$ cat src/rtl/mc_ctrl_trap_if.sv
// Control bus between the multicycle MIPS controller and its datapath / MIO bus.
// The controller takes the master side; the datapath (or a bench) takes the slave side.
interface mc_ctrl_trap_if #(
  parameter int CNT_W = 32
);
  logic [31:0]      Inst_in;
  logic             zero;
  logic             overflow;
  logic             MIO_ready;

  logic             MemRead;
  logic             MemWrite;
  logic             CPU_MIO;
  logic             IorD;
  logic             IRWrite;
  logic             RegWrite;
  logic             ALUSrcA;
  logic             PCWrite;
  logic             PCWriteCond;
  logic             Branch;
  logic             EPCWrite;
  logic [1:0]       RegDst;
  logic [1:0]       MemtoReg;
  logic [1:0]       ALUSrcB;
  logic [1:0]       PCSource;
  logic [2:0]       ALU_operation;
  logic [4:0]       state_out;
  logic [1:0]       exc_cause;
  logic [CNT_W-1:0] instr_retired;

  modport master (
    input  Inst_in, zero, overflow, MIO_ready,
    output MemRead, MemWrite, CPU_MIO, IorD, IRWrite, RegWrite, ALUSrcA,
           PCWrite, PCWriteCond, Branch, EPCWrite, RegDst, MemtoReg, ALUSrcB,
           PCSource, ALU_operation, state_out, exc_cause, instr_retired
  );

  modport slave (
    output Inst_in, zero, overflow, MIO_ready,
    input  MemRead, MemWrite, CPU_MIO, IorD, IRWrite, RegWrite, ALUSrcA,
           PCWrite, PCWriteCond, Branch, EPCWrite, RegDst, MemtoReg, ALUSrcB,
           PCSource, ALU_operation, state_out, exc_cause, instr_retired
  );
endinterface

$ cat src/rtl/mc_ctrl_trap.sv
// Multicycle MIPS control FSM with memory-wait timeout, jalr, and a trap path
// to the exception vector that records the cause and counts retired instructions.
module mc_ctrl_trap #(
  parameter int MEM_WAIT_MAX = 15,
  parameter int CNT_W        = 32,
  parameter bit EN_OVF_TRAP  = 1'b1
) (
  input logic           clk,
  input logic           reset,
  mc_ctrl_trap_if.master bus
);

  localparam int WAIT_W = (MEM_WAIT_MAX > 1) ? $clog2(MEM_WAIT_MAX) : 1;
  localparam logic [WAIT_W-1:0] WAIT_LAST = WAIT_W'(MEM_WAIT_MAX - 1);

  typedef enum logic [4:0] {
    S_IF      = 5'b00000, S_ID     = 5'b00001, S_EX_MEM = 5'b00010,
    S_MEM_RD  = 5'b00011, S_WB_LW  = 5'b00100, S_MEM_WD = 5'b00101,
    S_EX_R    = 5'b00110, S_WB_R   = 5'b00111, S_EX_BEQ = 5'b01000,
    S_EX_J    = 5'b01001, S_EX_I   = 5'b01010, S_WB_I   = 5'b01011,
    S_LUI_WB  = 5'b01100, S_EX_BNE = 5'b01101, S_EX_JR  = 5'b01110,
    S_EX_JAL  = 5'b01111, S_EX_JALR = 5'b10000, S_TRAP  = 5'b10001
  } state_e;

  localparam logic [5:0] OP_RTYPE = 6'h00, OP_J    = 6'h02, OP_JAL  = 6'h03,
                         OP_BEQ   = 6'h04, OP_BNE  = 6'h05, OP_ADDI = 6'h08,
                         OP_SLTI  = 6'h0A, OP_ANDI = 6'h0C, OP_ORI  = 6'h0D,
                         OP_XORI  = 6'h0E, OP_LUI  = 6'h0F, OP_LW   = 6'h23,
                         OP_SW    = 6'h2B;

  localparam logic [5:0] FN_SRL = 6'h02, FN_JR  = 6'h08, FN_JALR = 6'h09,
                         FN_ADD = 6'h20, FN_SUB = 6'h22, FN_AND  = 6'h24,
                         FN_OR  = 6'h25, FN_XOR = 6'h26, FN_NOR  = 6'h27,
                         FN_SLT = 6'h2A;

  localparam logic [2:0] ALU_AND = 3'b000, ALU_OR  = 3'b001, ALU_ADD = 3'b010,
                         ALU_XOR = 3'b011, ALU_NOR = 3'b100, ALU_SRL = 3'b101,
                         ALU_SUB = 3'b110, ALU_SLT = 3'b111;

  localparam logic [1:0] CAUSE_ILL = 2'b01, CAUSE_OVF = 2'b10, CAUSE_TMO = 2'b11;

  state_e             state_q, state_d;
  logic [WAIT_W-1:0]  waitCnt_q, waitCnt_d;
  logic [1:0]         cause_q, cause_d;
  logic [CNT_W-1:0]   retired_q, retired_d;

  logic [5:0] opcode;
  logic [5:0] funct;
  logic       ovfTrap;
  logic       memWait;
  logic [1:0] trapCause;

  assign opcode  = bus.Inst_in[31:26];
  assign funct   = bus.Inst_in[5:0];
  assign ovfTrap = EN_OVF_TRAP && bus.overflow;

  logic unused_ok;
  assign unused_ok = ^{bus.zero, bus.Inst_in[25:6]};

  always_ff @(posedge clk) begin
    if (!reset) begin
      state_q   <= S_IF;
      waitCnt_q <= '0;
      cause_q   <= 2'b00;
      retired_q <= '0;
    end else begin
      state_q   <= state_d;
      waitCnt_q <= waitCnt_d;
      cause_q   <= cause_d;
      retired_q <= retired_d;
    end
  end

  always_comb begin
    state_d   = state_q;
    waitCnt_d = '0;
    cause_d   = cause_q;
    retired_d = retired_q;
    memWait   = 1'b0;
    trapCause = CAUSE_ILL;

    case (state_q)
      S_IF:     if (bus.MIO_ready) state_d = S_ID; else memWait = 1'b1;
      S_ID: begin
        case (opcode)
          OP_LW, OP_SW: state_d = S_EX_MEM;
          OP_BEQ:       state_d = S_EX_BEQ;
          OP_BNE:       state_d = S_EX_BNE;
          OP_ADDI, OP_ANDI, OP_ORI, OP_XORI, OP_SLTI, OP_LUI: state_d = S_EX_I;
          OP_J:         state_d = S_EX_J;
          OP_JAL:       state_d = S_EX_JAL;
          OP_RTYPE: begin
            if (funct == FN_JR)        state_d = S_EX_JR;
            else if (funct == FN_JALR) state_d = S_EX_JALR;
            else                       state_d = S_EX_R;
          end
          default:      state_d = S_TRAP;
        endcase
      end
      S_EX_MEM: begin
        if (opcode == OP_LW)      state_d = S_MEM_RD;
        else if (opcode == OP_SW) state_d = S_MEM_WD;
        else                      state_d = S_TRAP;
      end
      S_MEM_RD: if (bus.MIO_ready) state_d = S_WB_LW; else memWait = 1'b1;
      S_MEM_WD: if (bus.MIO_ready) state_d = S_IF;    else memWait = 1'b1;
      S_EX_R: begin
        if (ovfTrap && (funct == FN_ADD || funct == FN_SUB)) begin
          state_d   = S_TRAP;
          trapCause = CAUSE_OVF;
        end else begin
          state_d = S_WB_R;
        end
      end
      S_EX_I: begin
        if (opcode == OP_LUI) begin
          state_d = S_LUI_WB;
        end else if (ovfTrap && opcode == OP_ADDI) begin
          state_d   = S_TRAP;
          trapCause = CAUSE_OVF;
        end else begin
          state_d = S_WB_I;
        end
      end
      S_WB_LW, S_WB_R, S_WB_I, S_LUI_WB, S_EX_BEQ, S_EX_BNE,
      S_EX_J, S_EX_JR, S_EX_JAL, S_EX_JALR, S_TRAP: state_d = S_IF;
      default: state_d = S_TRAP;
    endcase

    // A ready in the last tolerated cycle was handled above and never reaches here.
    if (memWait) begin
      if (MEM_WAIT_MAX != 0 && waitCnt_q == WAIT_LAST) begin
        state_d   = S_TRAP;
        trapCause = CAUSE_TMO;
      end else begin
        waitCnt_d = waitCnt_q + WAIT_W'(1);
      end
    end

    if (state_d == S_TRAP && state_q != S_TRAP) cause_d = trapCause;

    if (state_d == S_IF && state_q != S_IF && state_q != S_TRAP)
      retired_d = retired_q + CNT_W'(1);
  end

  always_comb begin
    bus.MemRead       = 1'b0;
    bus.MemWrite      = 1'b0;
    bus.CPU_MIO       = 1'b0;
    bus.IorD          = 1'b0;
    bus.IRWrite       = 1'b0;
    bus.RegWrite      = 1'b0;
    bus.ALUSrcA       = 1'b0;
    bus.PCWrite       = 1'b0;
    bus.PCWriteCond   = 1'b0;
    bus.Branch        = 1'b1;
    bus.EPCWrite      = 1'b0;
    bus.RegDst        = 2'b00;
    bus.MemtoReg      = 2'b00;
    bus.ALUSrcB       = 2'b00;
    bus.PCSource      = 2'b00;
    bus.ALU_operation = ALU_ADD;

    case (state_q)
      S_IF: begin
        bus.MemRead = 1'b1;
        bus.CPU_MIO = 1'b1;
        bus.ALUSrcB = 2'b01;
        bus.IRWrite = bus.MIO_ready;
        bus.PCWrite = bus.MIO_ready;
      end
      S_ID:     bus.ALUSrcB = 2'b11;
      S_EX_MEM: begin bus.ALUSrcA = 1'b1; bus.ALUSrcB = 2'b10; end
      S_MEM_RD: begin bus.MemRead = 1'b1; bus.IorD = 1'b1; bus.CPU_MIO = 1'b1; end
      S_MEM_WD: begin bus.MemWrite = 1'b1; bus.IorD = 1'b1; bus.CPU_MIO = 1'b1; end
      S_WB_LW:  begin bus.RegWrite = 1'b1; bus.MemtoReg = 2'b01; end
      S_EX_R: begin
        bus.ALUSrcA = 1'b1;
        case (funct)
          FN_SUB:  bus.ALU_operation = ALU_SUB;
          FN_AND:  bus.ALU_operation = ALU_AND;
          FN_OR:   bus.ALU_operation = ALU_OR;
          FN_NOR:  bus.ALU_operation = ALU_NOR;
          FN_SLT:  bus.ALU_operation = ALU_SLT;
          FN_SRL:  bus.ALU_operation = ALU_SRL;
          FN_XOR:  bus.ALU_operation = ALU_XOR;
          default: bus.ALU_operation = ALU_ADD;
        endcase
      end
      S_WB_R:   begin bus.RegWrite = 1'b1; bus.RegDst = 2'b01; end
      S_EX_BEQ, S_EX_BNE: begin
        bus.ALUSrcA       = 1'b1;
        bus.ALU_operation = ALU_SUB;
        bus.PCWriteCond   = 1'b1;
        bus.PCSource      = 2'b01;
        bus.Branch        = (state_q == S_EX_BEQ);
      end
      S_EX_I: begin
        bus.ALUSrcA = 1'b1;
        bus.ALUSrcB = 2'b10;
        case (opcode)
          OP_ANDI: bus.ALU_operation = ALU_AND;
          OP_ORI:  bus.ALU_operation = ALU_OR;
          OP_XORI: bus.ALU_operation = ALU_XOR;
          OP_SLTI: bus.ALU_operation = ALU_SLT;
          default: bus.ALU_operation = ALU_ADD;
        endcase
      end
      S_WB_I:   bus.RegWrite = 1'b1;
      S_LUI_WB: begin bus.RegWrite = 1'b1; bus.MemtoReg = 2'b10; end
      S_EX_J:   begin bus.PCWrite = 1'b1; bus.PCSource = 2'b10; end
      S_EX_JR:  begin bus.PCWrite = 1'b1; bus.ALUSrcA = 1'b1; end
      S_EX_JAL: begin
        bus.PCWrite  = 1'b1;
        bus.PCSource = 2'b10;
        bus.RegWrite = 1'b1;
        bus.RegDst   = 2'b10;
        bus.MemtoReg = 2'b11;
      end
      S_EX_JALR: begin
        bus.PCWrite  = 1'b1;
        bus.ALUSrcA  = 1'b1;
        bus.RegWrite = 1'b1;
        bus.RegDst   = 2'b01;
        bus.MemtoReg = 2'b11;
      end
      S_TRAP: begin
        bus.PCWrite  = 1'b1;
        bus.PCSource = 2'b11;
        bus.EPCWrite = 1'b1;
      end
      default: ;
    endcase

    // Nothing may be written to memory, registers or PC while held in reset.
    if (!reset) begin
      bus.PCWrite  = 1'b0;
      bus.IRWrite  = 1'b0;
      bus.MemRead  = 1'b0;
      bus.MemWrite = 1'b0;
      bus.RegWrite = 1'b0;
      bus.EPCWrite = 1'b0;
    end
  end

  assign bus.state_out     = state_q;
  assign bus.exc_cause     = cause_q;
  assign bus.instr_retired = retired_q;

endmodule

$ cat src/flat_wrapper.sv
// flat-port wrapper written by rule: the top's interface ports become plain ports
module mc_ctrl_trap_flat 
#(
  parameter int MEM_WAIT_MAX = 15,
  parameter int CNT_W        = 32,
  parameter bit EN_OVF_TRAP  = 1'b1
)
  (clk, reset, bus_Inst_in, bus_zero, bus_overflow, bus_MIO_ready, bus_MemRead, bus_MemWrite, bus_CPU_MIO, bus_IorD, bus_IRWrite, bus_RegWrite, bus_ALUSrcA, bus_PCWrite, bus_PCWriteCond, bus_Branch, bus_EPCWrite, bus_RegDst, bus_MemtoReg, bus_ALUSrcB, bus_PCSource, bus_ALU_operation, bus_state_out, bus_exc_cause, bus_instr_retired);
  mc_ctrl_trap_if #(.CNT_W(CNT_W)) bus_i ();
  input logic clk;
  input logic reset;
  input wire logic [$bits(bus_i.Inst_in)-1:0] bus_Inst_in;
  input wire logic [$bits(bus_i.zero)-1:0] bus_zero;
  input wire logic [$bits(bus_i.overflow)-1:0] bus_overflow;
  input wire logic [$bits(bus_i.MIO_ready)-1:0] bus_MIO_ready;
  output wire logic [$bits(bus_i.MemRead)-1:0] bus_MemRead;
  output wire logic [$bits(bus_i.MemWrite)-1:0] bus_MemWrite;
  output wire logic [$bits(bus_i.CPU_MIO)-1:0] bus_CPU_MIO;
  output wire logic [$bits(bus_i.IorD)-1:0] bus_IorD;
  output wire logic [$bits(bus_i.IRWrite)-1:0] bus_IRWrite;
  output wire logic [$bits(bus_i.RegWrite)-1:0] bus_RegWrite;
  output wire logic [$bits(bus_i.ALUSrcA)-1:0] bus_ALUSrcA;
  output wire logic [$bits(bus_i.PCWrite)-1:0] bus_PCWrite;
  output wire logic [$bits(bus_i.PCWriteCond)-1:0] bus_PCWriteCond;
  output wire logic [$bits(bus_i.Branch)-1:0] bus_Branch;
  output wire logic [$bits(bus_i.EPCWrite)-1:0] bus_EPCWrite;
  output wire logic [$bits(bus_i.RegDst)-1:0] bus_RegDst;
  output wire logic [$bits(bus_i.MemtoReg)-1:0] bus_MemtoReg;
  output wire logic [$bits(bus_i.ALUSrcB)-1:0] bus_ALUSrcB;
  output wire logic [$bits(bus_i.PCSource)-1:0] bus_PCSource;
  output wire logic [$bits(bus_i.ALU_operation)-1:0] bus_ALU_operation;
  output wire logic [$bits(bus_i.state_out)-1:0] bus_state_out;
  output wire logic [$bits(bus_i.exc_cause)-1:0] bus_exc_cause;
  output wire logic [$bits(bus_i.instr_retired)-1:0] bus_instr_retired;
  assign bus_i.Inst_in = bus_Inst_in;
  assign bus_i.zero = bus_zero;
  assign bus_i.overflow = bus_overflow;
  assign bus_i.MIO_ready = bus_MIO_ready;
  assign bus_MemRead = bus_i.MemRead;
  assign bus_MemWrite = bus_i.MemWrite;
  assign bus_CPU_MIO = bus_i.CPU_MIO;
  assign bus_IorD = bus_i.IorD;
  assign bus_IRWrite = bus_i.IRWrite;
  assign bus_RegWrite = bus_i.RegWrite;
  assign bus_ALUSrcA = bus_i.ALUSrcA;
  assign bus_PCWrite = bus_i.PCWrite;
  assign bus_PCWriteCond = bus_i.PCWriteCond;
  assign bus_Branch = bus_i.Branch;
  assign bus_EPCWrite = bus_i.EPCWrite;
  assign bus_RegDst = bus_i.RegDst;
  assign bus_MemtoReg = bus_i.MemtoReg;
  assign bus_ALUSrcB = bus_i.ALUSrcB;
  assign bus_PCSource = bus_i.PCSource;
  assign bus_ALU_operation = bus_i.ALU_operation;
  assign bus_state_out = bus_i.state_out;
  assign bus_exc_cause = bus_i.exc_cause;
  assign bus_instr_retired = bus_i.instr_retired;
  mc_ctrl_trap #(.MEM_WAIT_MAX(MEM_WAIT_MAX), .CNT_W(CNT_W), .EN_OVF_TRAP(EN_OVF_TRAP)) u_core (.clk(clk), .reset(reset), .bus(bus_i));
endmodule
$ cat config.mk
export PLATFORM = sky130hd
export DESIGN_NAME = mc_ctrl_trap_flat
export DESIGN_NICKNAME = d
export VERILOG_FILES = /design/src/rtl/mc_ctrl_trap_if.sv /design/src/rtl/mc_ctrl_trap.sv /design/src/flat_wrapper.sv
export SDC_FILE = /design/constraint.sdc
export NUM_CORES = 1
export LEC_CHECK = 0
export ABC_CLOCK_PERIOD_IN_PS = 4600
export CAP_MARGIN = 15
export CELL_PAD_IN_SITES_DETAIL_PLACEMENT = 1
export CELL_PAD_IN_SITES_GLOBAL_PLACEMENT = 2
export CORE_MARGIN = 10
export CORE_UTILIZATION = 26
export CTS_CLUSTER_SIZE = 30
export DETAILED_ROUTE_END_ITERATION = 6
export PLACE_DENSITY = 0.87
export SYNTH_ARGS = -nofsm -noshare
export SYNTH_HDL_FRONTEND = slang
export SYNTH_SLANG_ARGS = --single-unit
export TNS_END_PERCENT = 50
$ cat constraint.sdc
create_clock -name clk -period 4.6 [get_ports clk]
set_input_delay 1.38 -clock clk [delete_from_list [all_inputs] [get_ports clk]]
set_output_delay 1.38 -clock clk [all_outputs]
set_load 0.05 [all_outputs]
# Word level (Yosys, flattened, before mapping)
# Cells that the tools add are included.
[op_classes] addsub=2 n_eq_ne=42 n_mux=46 bitwise_logic=2 reduce_logical=25
[ops] op="two-way mux 5 bit" count=12
[ops] op="equality test 6 bit, second input constant" count=9
[ops] op="equality test 6 x 4 -> 1 bit, second input constant" count=8
[ops] op="equality test 5 x 4 -> 1 bit, second input constant" count=8
[ops] op="one-hot mux 5 bit (8 select lines)" count=1
[ops] op="one-hot mux 5 bit (7 select lines)" count=1
[ops] op="adder 32 x 1 -> 32 bit, second input constant" count=1
[ops] op="one-hot mux 3 bit (7 select lines)" count=1
[ops] op="equality test 5 x 3 -> 1 bit, second input constant" count=4
[ops] op="equality test 6 x 2 -> 1 bit, second input constant" count=3
[ops] op="two-way mux 1 bit" count=18
[ops] op="one-hot mux 2 bit (3 select lines)" count=3
[ops] op="OR reduction 2 bit" count=8
[ops] op="equality test 5 bit, second input constant" count=3
[ops] op="equality test 6 x 3 -> 1 bit, second input constant" count=2
[ops] op="one-hot mux 3 bit (4 select lines)" count=1
[ops] op="OR reduction 6 bit" count=2
[ops] op="OR reduction 11 bit" count=1
[ops] op="equality test 5 x 2 -> 1 bit, second input constant" count=2
[ops] op="logical NOT 5 bit" count=2
[ops] op="two-way mux 2 bit" count=5
[ops] op="one-hot mux 3 bit (3 select lines)" count=1
[ops] op="one-hot mux 2 bit (2 select lines)" count=2
[ops] op="OR reduction 7 bit" count=1
[ops] op="other kinds (12)" count=18
[word_totals] reg_bits=43 input_bits=37 out_inout_bits=61 word_cells=121

# Longest topological paths before layout
# Gate-level depths: netlist of run 1.
[depth] depth_word=10 ltp_mapped=11 depth_no_buf=9

# Worst setup path before layout of run 1
# OpenSTA, ideal clock, no wires.
[synth_path] kind="input -> output" startpoint="in reset" endpoint="out bus_IRWrite" arrival_time_ns=3.275 required_ns=3.220 setup_slack_ns=-0.055 path_stages=3 n_path_buf=1 path_cell_list="clkbuf_1 > nand3_1 > nor4_1"
[synth_via] elab_chain_len=1
[synth_rtl] item="from (decl)" line_no="flat_wrapper.sv:11" text="input logic reset;"
[synth_rtl] item="two-way mux 1 bit" line_no="mc_ctrl_trap.sv:236" text="if (!reset) begin"
[synth_rtl] item="to (decl)" line_no="flat_wrapper.sv:20" text="output wire logic [$bits(bus_i.IRWrite)-1:0] bus_IRWrite;"
# Every way passes these cells.

# Worst setup path after layout of run 1
[layout_path] startpoint="in bus_Inst_in[30]" endpoint="out bus_ALU_operation[1]"
[layout_via] elab_chain_len=3 elab_cells_between_ends=6 cone_classes="eq/ne: 4; mux: 2"
[layout_rtl] item="from (decl)" line_no="flat_wrapper.sv:12" text="input wire logic [$bits(bus_i.Inst_in)-1:0] bus_Inst_in;"
[layout_rtl] item="equality test 6 x 4 -> 1 bit" line_no="mc_ctrl_trap.sv:201" text="case (opcode)"
[layout_rtl] item="one-hot mux 3 bit (4 select lines) *" line_no="mc_ctrl_trap.sv:201"
[layout_rtl] item="one-hot mux 3 bit (3 select lines) *" line_no="mc_ctrl_trap.sv:164" text="case (state_q)"
[layout_rtl] item="to (decl)" line_no="flat_wrapper.sv:31" text="output wire logic [$bits(bus_i.ALU_operation)-1:0] bus_ALU_operation;"
# Every way passes the cells marked *; elsewhere a longest branch is shown, timed or not.

==> results of run 1 <==
## cell type report
| type | count | area share (%) |
|---|---|---|
| multi-input combinational | 337 | 48.3 |
| timing repair buffer | 94 | 22.8 |
| sequential | 43 | 19.6 |
| tap | 147 | 4.20 |
| clock buffer | 5 | 2.85 |
| inverter | 14 | 1.20 |
| clock inverter | 3 | 0.999 |
## registers in the layout (all words and copies together), names as in the netlist
| signal | flops |
|---|---|
| u_core.bus.state_out | 5 |
| u_core.waitCnt_q | 4 |
| u_core.bus.instr_retired | 32 |
| u_core.bus.exc_cause | 2 |
## path summary, 6_finish.rpt
path	startpoint	end	depth (start not counted)
max	bus_Inst_in[30]	bus_ALU_operation[1]	6
min	u_core.waitCnt_q[0]$_SDFF_PP0_	u_core.waitCnt_q[0]$_SDFF_PP0_	1
max reg2reg	u_core.bus.state_out[2]$_SDFF_PN0_	u_core.bus.instr_retired[7]$_SDFFE_PN0P_	9
min reg2reg	u_core.waitCnt_q[0]$_SDFF_PP0_	u_core.waitCnt_q[0]$_SDFF_PP0_	1
## through the flow
step           instances  hold WS [ps]  util (%)  power [uW]  setup slack, ps
2_1_floorplan        429           430         -         552             73.2
3_3_place_gp         635           440      35.1         642              212
3_5_place_dp         635           457      35.1         648              200
4_1_cts              643           472      36.5        1060              187
5_1_grt              643           486      36.5        1090             43.8
6_report             643           469      36.5        1050              181
## cell usage in the layout, fill, tap and decap left out, types with 9 or more instances in the layout
cell and count:
clkdlybuf4s50_1 67, dfxtp_1 43, a21oi_1 42, nand3_1 33, nor2_1 29, nand2_1 29
o31ai_1 26, or4_1 26, buf_4 17, inv_1 14, nor3_1 13, and3_1 11
o21ai_0 10, buf_12 10, nand4_1 9, nor4_1 9
## cell families (layout without fill, tap and decap cells)
kind of cell | after synthesis | after routing | synth area share, %
and+or+nand+nor | 203 | 203 | 36.3
AOI/OAI and AO/OA | 121 | 121 | 25.7
buffers and inverters | 49 | 116 | 7.00
DFF | 43 | 43 | 26.9
xor gates and xnor gates | 7 | 7 | 1.92
adders and majority gates | 3 | 3 | 1.17
muxes | 3 | 3 | 0.978
## worst max-delay path: stages
cell and delay (ps):
clkdlybuf4s50_1 540, nor4b_1 500, nand2_1 110, o21ai_0 170, o21ai_0 120, buf_4 210
## power groups by stage
stage               registers [uW]  logic (uW)  clock network, uW
CTS                            386         254                416
floorplan                      404         148                  0
global placement               394         248                  0
global route                   387         273                432
detailed placement             395         253                  0
finish                         386         252                409
## per-layer routing
metal  up-vias  part of all wire [%]  track usage, %
met2        76                    48            23.0
met3         5                   6.2            3.79
li1       1771                     -               -
met4         0                  0.61            2.29
met1      1779                    45            16.4
met5         -                     0               0
==> impl_metrics.env, run 1 <==
export IMPL_intPower_uw=722
export IMPL_synth_area_leader_cell="dfxtp_1"
export IMPL_insertion_delay_ps=290
export IMPL_hold_class="register to register"
export IMPL_cts_num_sinks=43
export IMPL_p_leak_uw=0.00142
export IMPL_p_clk_share_pct=39.0
export IMPL_rsz0062_at_grt="false"
export IMPL_clockBufferDepth=2
export IMPL_drive_gt1_share_pct=9.88
export IMPL_cts_repair_resized=0
export IMPL_synthArstFlopShare_pct=0
export IMPL_drcViolationCount=0
export IMPL_diodes=0
export IMPL_synth_top_area_share_pct=26.9
export IMPL_seq_area_sq_um=861
export IMPL_required_ps=3220
export IMPL_grt_pass1_vias=3672
export IMPL_finalMaxSlewViolations=0
export IMPL_grt_max_degree=61
export IMPL_worstPathMaxFanout=7
export IMPL_power_frac_seq_pct=36.9
export IMPL_die_h_um=131
export IMPL_die_x_um=131
export IMPL_rows=40
export IMPL_p_switching_uw=324
export IMPL_finalCriticalPeriod_ps=4420
export IMPL_synth_top_cells_by_area="dfxtp_1, a21oi_1, o31ai_1, or4_1, nand3_1"
export IMPL_dieArea_sq_mm=0.0171
export IMPL_p_sw_share_pct=31.0
export IMPL_vias=3631
export IMPL_critical_path_class="input port to output pin"
export IMPL_post_cts_buffers=0
export IMPL_startpoint_type="input port"
export IMPL_power_frac_comb_pct=24.1
export IMPL_synth_edf_count=0
export IMPL_netlist_area_sq_mm=0.00320
export IMPL_relSlewSlack_pct=60.8
export IMPL_grt_usage_pct=13.4
export IMPL_synth_most_common_cell="dfxtp_1"
export IMPL_htree_levels=2
export IMPL_power_density_mw_per_mm2=239
export IMPL_synth_ff_type="dfxtp_1"
export IMPL_grt_pass1_wl_mm=19.1
export IMPL_ioPinCount=98
export IMPL_finalInstanceArea_sq_mm=0.00438
export IMPL_antenna_found_initial=0
export IMPL_finClkSkew_ps=3.98
export IMPL_synthTopCellsByCount="dfxtp_1, a21oi_1, nand3_1"
export IMPL_grt_overflow_total=0
export IMPL_setup_viol=0
export IMPL_fin_crit_sh_pct=96.1
export IMPL_cts_made_buffers=5
export IMPL_cts_tree="built"
export IMPL_yosysWarnings=0
export IMPL_tns_ps=0
export IMPL_routed_wl_mm=11.5
export IMPL_gp_congestion=0.814
export IMPL_multi_input_area_sq_mm=0.00212
export IMPL_ir_worst_vdd_mv=0.126
export IMPL_io_buffers=76
export IMPL_viasPerCell=5.65
export IMPL_synthCells=429
export IMPL_start_util_pct=26.6
export IMPL_r2r_slack_ps=1650
export IMPL_tightest_slew_ps=587
export IMPL_hpwl_mm=8.66
export IMPL_core_sq_mm=0.0120
export IMPL_clk_pin_slew_ps=60
export IMPL_synth_cell_types=69
export IMPL_cts_root_buf="clkbuf_16"
export IMPL_drt_pass1_iterations=4
export IMPL_drtIter0Drc=182
export IMPL_post_dp_cell_area_sq_mm=0.00422
export IMPL_wire_per_inst_um=17.9
export IMPL_ctsHoldBuffers=0
export IMPL_status="complete, no violations"
export IMPL_drtAntennaViolNets=0
export IMPL_cp_data_arrival_time_ps=3040
export IMPL_hold_viol_final=0
export IMPL_fill_cells=1469
export IMPL_area_growth_pct=37.1
export IMPL_ys_ff_latch=43
export IMPL_syn_nets=469
export IMPL_avgSynthCellArea_sq_um=7.45
export IMPL_layout_nets=535
export IMPL_cap_violations=0
export IMPL_fmax_mhz=226
export IMPL_ys_seq_area_share_pct=26.9
export IMPL_endpoint_kind="output pin"
Note: power is estimated with default switching activity, not from simulation.
==> inputs of run 2 (changes only) <==
Settings changed: SETUP_SLACK_MARGIN from default to 0.15.
==> run 2 against run 1 <==
Effect of this change:
- hold slack barely moved
- die area did not move
- utilization rose by 0.073 points
- maximum frequency rose by 1.9%
- wire length barely moved
- worst setup slack improved by 80 ps
- critical path type unchanged
==> impl_metrics.env, run 2 (same netlist as run 1, synthesis figures left out) <==
export IMPL_status="complete, no violations"
export IMPL_relSlewSlack_pct=59.9
export IMPL_intPower_uw=723
export IMPL_drtAntennaViolNets=0
export IMPL_hold_viol_final=0
export IMPL_final_cell_mix="clkdlybuf4s50_1, dfxtp_1, a21oi_1, nand3_1"
export IMPL_cp_data_arrival_time_ps=2960
export IMPL_cts_tree="built"
export IMPL_area_growth_pct=37.4
export IMPL_cap_violations=0
export IMPL_rsz0062_at_grt="true"
export IMPL_power_frac_comb_pct=24.1
export IMPL_cts_made_buffers=5
export IMPL_dieArea_sq_mm=0.0171
export IMPL_p_leak_uw=0.00142
export IMPL_mostFrequentLayoutCell="clkdlybuf4s50_1"
export IMPL_vias=3619
export IMPL_drt_pass1_iterations=4
export IMPL_p_sw_share_pct=31.0
export IMPL_hpwl_mm=8.66
export IMPL_finalInstanceArea_sq_mm=0.00439
export IMPL_ioPinCount=98
export IMPL_fin_crit_sh_pct=94.3
export IMPL_placed_cells=635
export IMPL_worstPathMaxFanout=8
export IMPL_required_ps=3220
export IMPL_hold_class="register to register"
export IMPL_critical_path_class="input port to output pin"
export IMPL_post_dp_cell_area_sq_mm=0.00422
export IMPL_die_x_um=131
export IMPL_finalMaxSlewViolations=0
export IMPL_clockBufferDepth=2
export IMPL_startpoint_type="input port"
export IMPL_antenna_found_initial=0
export IMPL_power_density_mw_per_mm2=239
export IMPL_drcViolationCount=0
export IMPL_layout_nets=535
export IMPL_tns_ps=0
export IMPL_grt_pass1_vias=3672
export IMPL_post_cts_buffers=0
export IMPL_finClkSkew_ps=4.53
export IMPL_finalCriticalPeriod_ps=4340
export IMPL_instances_no_fill=643
export IMPL_diodes=0
export IMPL_ir_worst_vdd_mv=0.127
export IMPL_htree_levels=2
export IMPL_cts_root_buf="clkbuf_16"
export IMPL_gp_congestion=0.814
export IMPL_die_h_um=131
export IMPL_grt_max_degree=61
export IMPL_routed_wl_mm=11.5
export IMPL_fmax_mhz=230
export IMPL_clk_pin_slew_ps=60
export IMPL_p_switching_uw=325
export IMPL_grt_usage_pct=13.4
export IMPL_io_buffers=76
export IMPL_rows=40
export IMPL_drive_gt1_share_pct=10.3
export IMPL_setup_viol=0
export IMPL_insertion_delay_ps=290
export IMPL_endpoint_kind="output pin"
export IMPL_power_frac_seq_pct=36.9
export IMPL_grt_overflow_total=0
export IMPL_p_clk_share_pct=39.1
export IMPL_tightest_slew_ps=599
export IMPL_viasPerCell=5.63
export IMPL_wire_per_inst_um=17.9
export IMPL_start_util_pct=26.6
export IMPL_cts_num_sinks=43
export IMPL_drtIter0Drc=208
export IMPL_grt_pass1_wl_mm=19.1
export IMPL_core_sq_mm=0.0120
export IMPL_largest_reg_flops=32
==> run 2: cell counts in the layout (fill, tap and decap cells not counted) <==
Identical to the previous run, type by type.
==> run 2: critical path, cell delays in order <==
cell             delay [ps]
clkdlybuf4s50_1         640
nand2_1                 160
nor2_1                  140
a21oi_1                  60
o21ai_0                 190
o2bb2ai_1               200
buf_12                  180
==> run 2: final timing paths <==
kind / from / endpoint / slack [ps] / cells after the start
hold / removal: u_core.waitCnt_q[0]$_SDFF_PP0_ / u_core.waitCnt_q[0]$_SDFF_PP0_ / 470 / 1
hold reg to reg: u_core.waitCnt_q[0]$_SDFF_PP0_ / u_core.waitCnt_q[0]$_SDFF_PP0_ / 470 / 1
setup / recovery: bus_Inst_in[5] / bus_ALU_operation[0] / 260 / 7
setup reg to reg: u_core.bus.state_out[1]$_SDFF_PN0_ / u_core.bus.instr_retired[7]$_SDFFE_PN0P_ / 1650 / 10
==> run 2: cell type report <==
type | count | area, sq um
Timing Repair Buffer | 94 | 998
Tap cell | 147 | 184
Clock inverter | 3 | 43.8
Clock buffer | 5 | 125
Fill cell | 1469 | 7620
Sequential cell | 43 | 861
Inverter | 14 | 52.6
Multi-Input combinational cell | 337 | 2130
==> run 2: power by group through the flow <==
stage	sequential (uW)	combinational (uW)	clock [uW]
global placement	394	248	0
CTS	386	254	416
floorplan	404	148	0
finish	386	252	410
detailed placement	395	253	0
global route	387	274	432
==> run 2: through the flow <==
stage	setup WS, ps	util (%)	hold WS (ps)	power, uW
after CTS	187	36.5	472	1060
after floorplan	73.2	-	430	552
after global routing	142	36.6	486	1090
after global placement	212	35.1	440	642
after detailed placement	200	35.1	457	648
final	262	36.6	469	1050
==> run 2: repair_timing <==
action,CTS,global route
gates resized for setup,0,2
endpoints found under the setup margin,0,2
hold buffers,0,0
==> run 2: layer usage <==
layer | GRT usage, % | routed length [um]
met5 | 0 | 0
met4 | 2.29 | 70
met3 | 3.79 | 782
met2 | 23.0 | 5490
met1 | 16.4 | 5190
==> inputs of run 3 (changes only) <==
Settings changed: ABC_AREA from default to 1, CORE_UTILIZATION 26 to 24, PLACE_DENSITY 0.87 to 0.85, SLEW_MARGIN from default to 20.
==> run 3 against run 2 <==
Effect of this change:
- maximum frequency shrank 0.42%
- register-to-register slack gained 450 ps
- critical path depth grew 3
- total power grew 55%
- sequential power grew 9.6%
- via count grew 0.11%
- first-iteration DRC count shrank 42%
- clock skew shrank 0.76 ps
- synthesized cell count grew 22%
- critical path type unchanged
- critical endpoint is now bus_ALU_operation[1]
- highest routed layer unchanged
==> impl_metrics.env, run 3 <==
export IMPL_drive_gt1_share_pct=9.35
export IMPL_finalCriticalPeriod_ps=4360
export IMPL_largest_reg_flops=32
export IMPL_mostFrequentLayoutCell="nand2_1"
export IMPL_synth_most_common_cell="nand2_1"
export IMPL_fin_util_pct=33.5
export IMPL_synthTopCellsByCount="nand2_1, nand3_1, nor2_1"
export IMPL_layout_nets=638
export IMPL_wire_per_inst_um=14.9
export IMPL_synth_edf_count=0
export IMPL_final_cell_mix="nand2_1, clkdlybuf4s50_1, nand3_1, nor2_1, inv_1"
export IMPL_finalMaxSlewViolations=0
export IMPL_post_cts_buffers=0
export IMPL_grt_overflow_total=0
export IMPL_io_buffers=76
export IMPL_synthCells=525
export IMPL_clockBufferDepth=2
export IMPL_endpoint_kind="output pin"
export IMPL_ioPinCount=98
export IMPL_area_growth_pct=36.3
export IMPL_drt_pass1_iterations=4
export IMPL_power_density_mw_per_mm2=364
export IMPL_yosysWarnings=0
export IMPL_hpwl_mm=9.40
export IMPL_htree_levels=2
export IMPL_setup_viol=0
export IMPL_cts_tree="built"
export IMPL_worstPathMaxFanout=4
export IMPL_drtAntennaViolNets=0
export IMPL_cap_violations=0
export IMPL_die_x_um=137
export IMPL_antenna_found_initial=0
export IMPL_p_leak_uw=0.00174
export IMPL_worst_slack_ps=243
export IMPL_cts_root_buf="clkbuf_16"
export IMPL_dieArea_sq_mm=0.0188
export IMPL_die_h_um=137
export IMPL_synth_ff_type="dfxtp_1"
export IMPL_tightest_slew_ps=521
export IMPL_finClkSkew_ps=3.77
export IMPL_rsz0062_at_grt="false"
export IMPL_ys_seq_area_share_pct=26.2
export IMPL_core_sq_mm=0.0133
export IMPL_startpoint_type="input port"
export IMPL_cts_made_buffers=5
export IMPL_diodes=0
export IMPL_syn_nets=565
export IMPL_critical_path_class="input port to output pin"
export IMPL_drcViolationCount=0
export IMPL_tns_ps=0
export IMPL_gp_congestion=0.892
export IMPL_status="complete, no violations"
export IMPL_grt_pass1_wl_mm=19.3
export IMPL_hold_class="register to register"
export IMPL_avgSynthCellArea_sq_um=6.26
export IMPL_grt_pass1_vias=3895
export IMPL_synth_area_leader_cell="dfxtp_1"
export IMPL_grt_max_degree=39
export IMPL_instances_no_fill=775
export IMPL_viasPerCell=4.67
export IMPL_synthArstFlopShare_pct=0
export IMPL_dp_slack_ps=144
export IMPL_fmax_mhz=230
export IMPL_vias=3623
export IMPL_ys_ff_latch=43
export IMPL_grt_usage_pct=12.3
export IMPL_routed_wl_mm=11.5
export IMPL_synth_top_area_share_pct=26.2
export IMPL_rows=42
export IMPL_clk_pin_slew_ps=60
export IMPL_ir_worst_vdd_mv=0.120
export IMPL_synth_cell_types=35
export IMPL_insertion_delay_ps=280
export IMPL_ctsHoldBuffers=0
export IMPL_cts_num_sinks=43
export IMPL_required_ps=3220
export IMPL_start_util_pct=24.6
export IMPL_hold_viol_final=0
export IMPL_drtIter0Drc=120
export IMPL_relSlewSlack_pct=65.2
export IMPL_placed_cells=767
export IMPL_fin_crit_sh_pct=94.7
export IMPL_cp_data_arrival_time_ps=2980
export IMPL_netlist_area_sq_mm=0.00329
export IMPL_synth_top_cells_by_area="dfxtp_1, nand2_1, nand3_1, nor2_1, xor2_1"
[run 3: cell types whose count changed in the layout (fill, tap and decap cells not counted), sizes merged, moves of 8 or more]
cell   previous run  this run
o31ai            26         0
and3             11         0
buf              27        12
nand3            33        73
o21ai            15         6
xor2              3        25
nor3             13        21
or4              26         0
inv              14        54
nand2            29       142
nor2             29        73
[run 3: area by class of cell]
| type | count | area [sq um] |
|---|---|---|
| clock buffer | 5 | 125 |
| clock inverter | 3 | 67.6 |
| fill | 1720 | 8870 |
| inverter | 55 | 206 |
| multi-input combinational | 414 | 2120 |
| sequential | 43 | 861 |
| tap | 176 | 220 |
| timing repair buffer | 79 | 873 |
[run 3: cells by family (layout without fill, tap and decap cells)]
group / Yosys count / count (layout) / share of synthesized area [%]
compound gates: 56 / 56 / 9.33
fa+ha+maj: 3 / 3 / 1.14
simple gates: 323 / 323 / 45.2
flops: 43 / 43 / 26.2
xor+xnor: 32 / 32 / 8.53
buf+inv: 68 / 142 / 9.60
[run 3: what timing repair did]
item / in CTS / in global routing
gates resized for setup: 1 / 6
cloned: 0 / 0
endpoints found under the setup margin: 1 / 3
[run 3: power breakdown]
group | switching (uW) | internal, uW | leakage (uW) | total (uW)
clock network | 153 | 311 | 0.0000900 | 464
registers | 31.8 | 392 | 0.000347 | 423
logic | 520 | 222 | 0.00130 | 742
[run 3: critical path, stage by stage]
cell	delay, ps
clkdlybuf4s50_1	480
nor2_1	120
nand2_1	90
nor2_2	110
inv_1	70
o21ai_1	200
o221ai_1	150
nand2_1	100
nand3_1	110
buf_12	170
[run 3: through the flow]
step	cell area, sq um	total power, uW	hold WS [ps]
2_1_floorplan	3290	994	430
3_3_place_gp	4270	1170	439
3_5_place_dp	4270	1180	453
4_1_cts	4460	1650	468
5_1_grt	4480	1720	483
6_report	4480	1630	461
[run 3: layer usage]
metal / track usage (%) / wire (um) / vias to the layer above
li1: - / - / 1856
met1: 14.5 / 5140 / 1712
met2: 22.5 / 5860 / 49
met3: 2.20 / 446 / 6
met4: 2.63 / 102 / 0
met5: 0 / 0 / -
[run 3: path summary, 6_finish.rpt]
check / start / to / slack, ps / cells past startpoint
setup / recovery: bus_Inst_in[3] / bus_ALU_operation[1] / 240 / 10
hold / removal: u_core.waitCnt_q[0]$_SDFF_PP0_ / u_core.waitCnt_q[0]$_SDFF_PP0_ / 460 / 1
setup reg to reg: u_core.bus.state_out[4]$_SDFF_PN0_ / u_core.bus.instr_retired[13]$_SDFFE_PN0P_ / 2100 / 12
hold reg to reg: u_core.waitCnt_q[0]$_SDFF_PP0_ / u_core.waitCnt_q[0]$_SDFF_PP0_ / 460 / 1
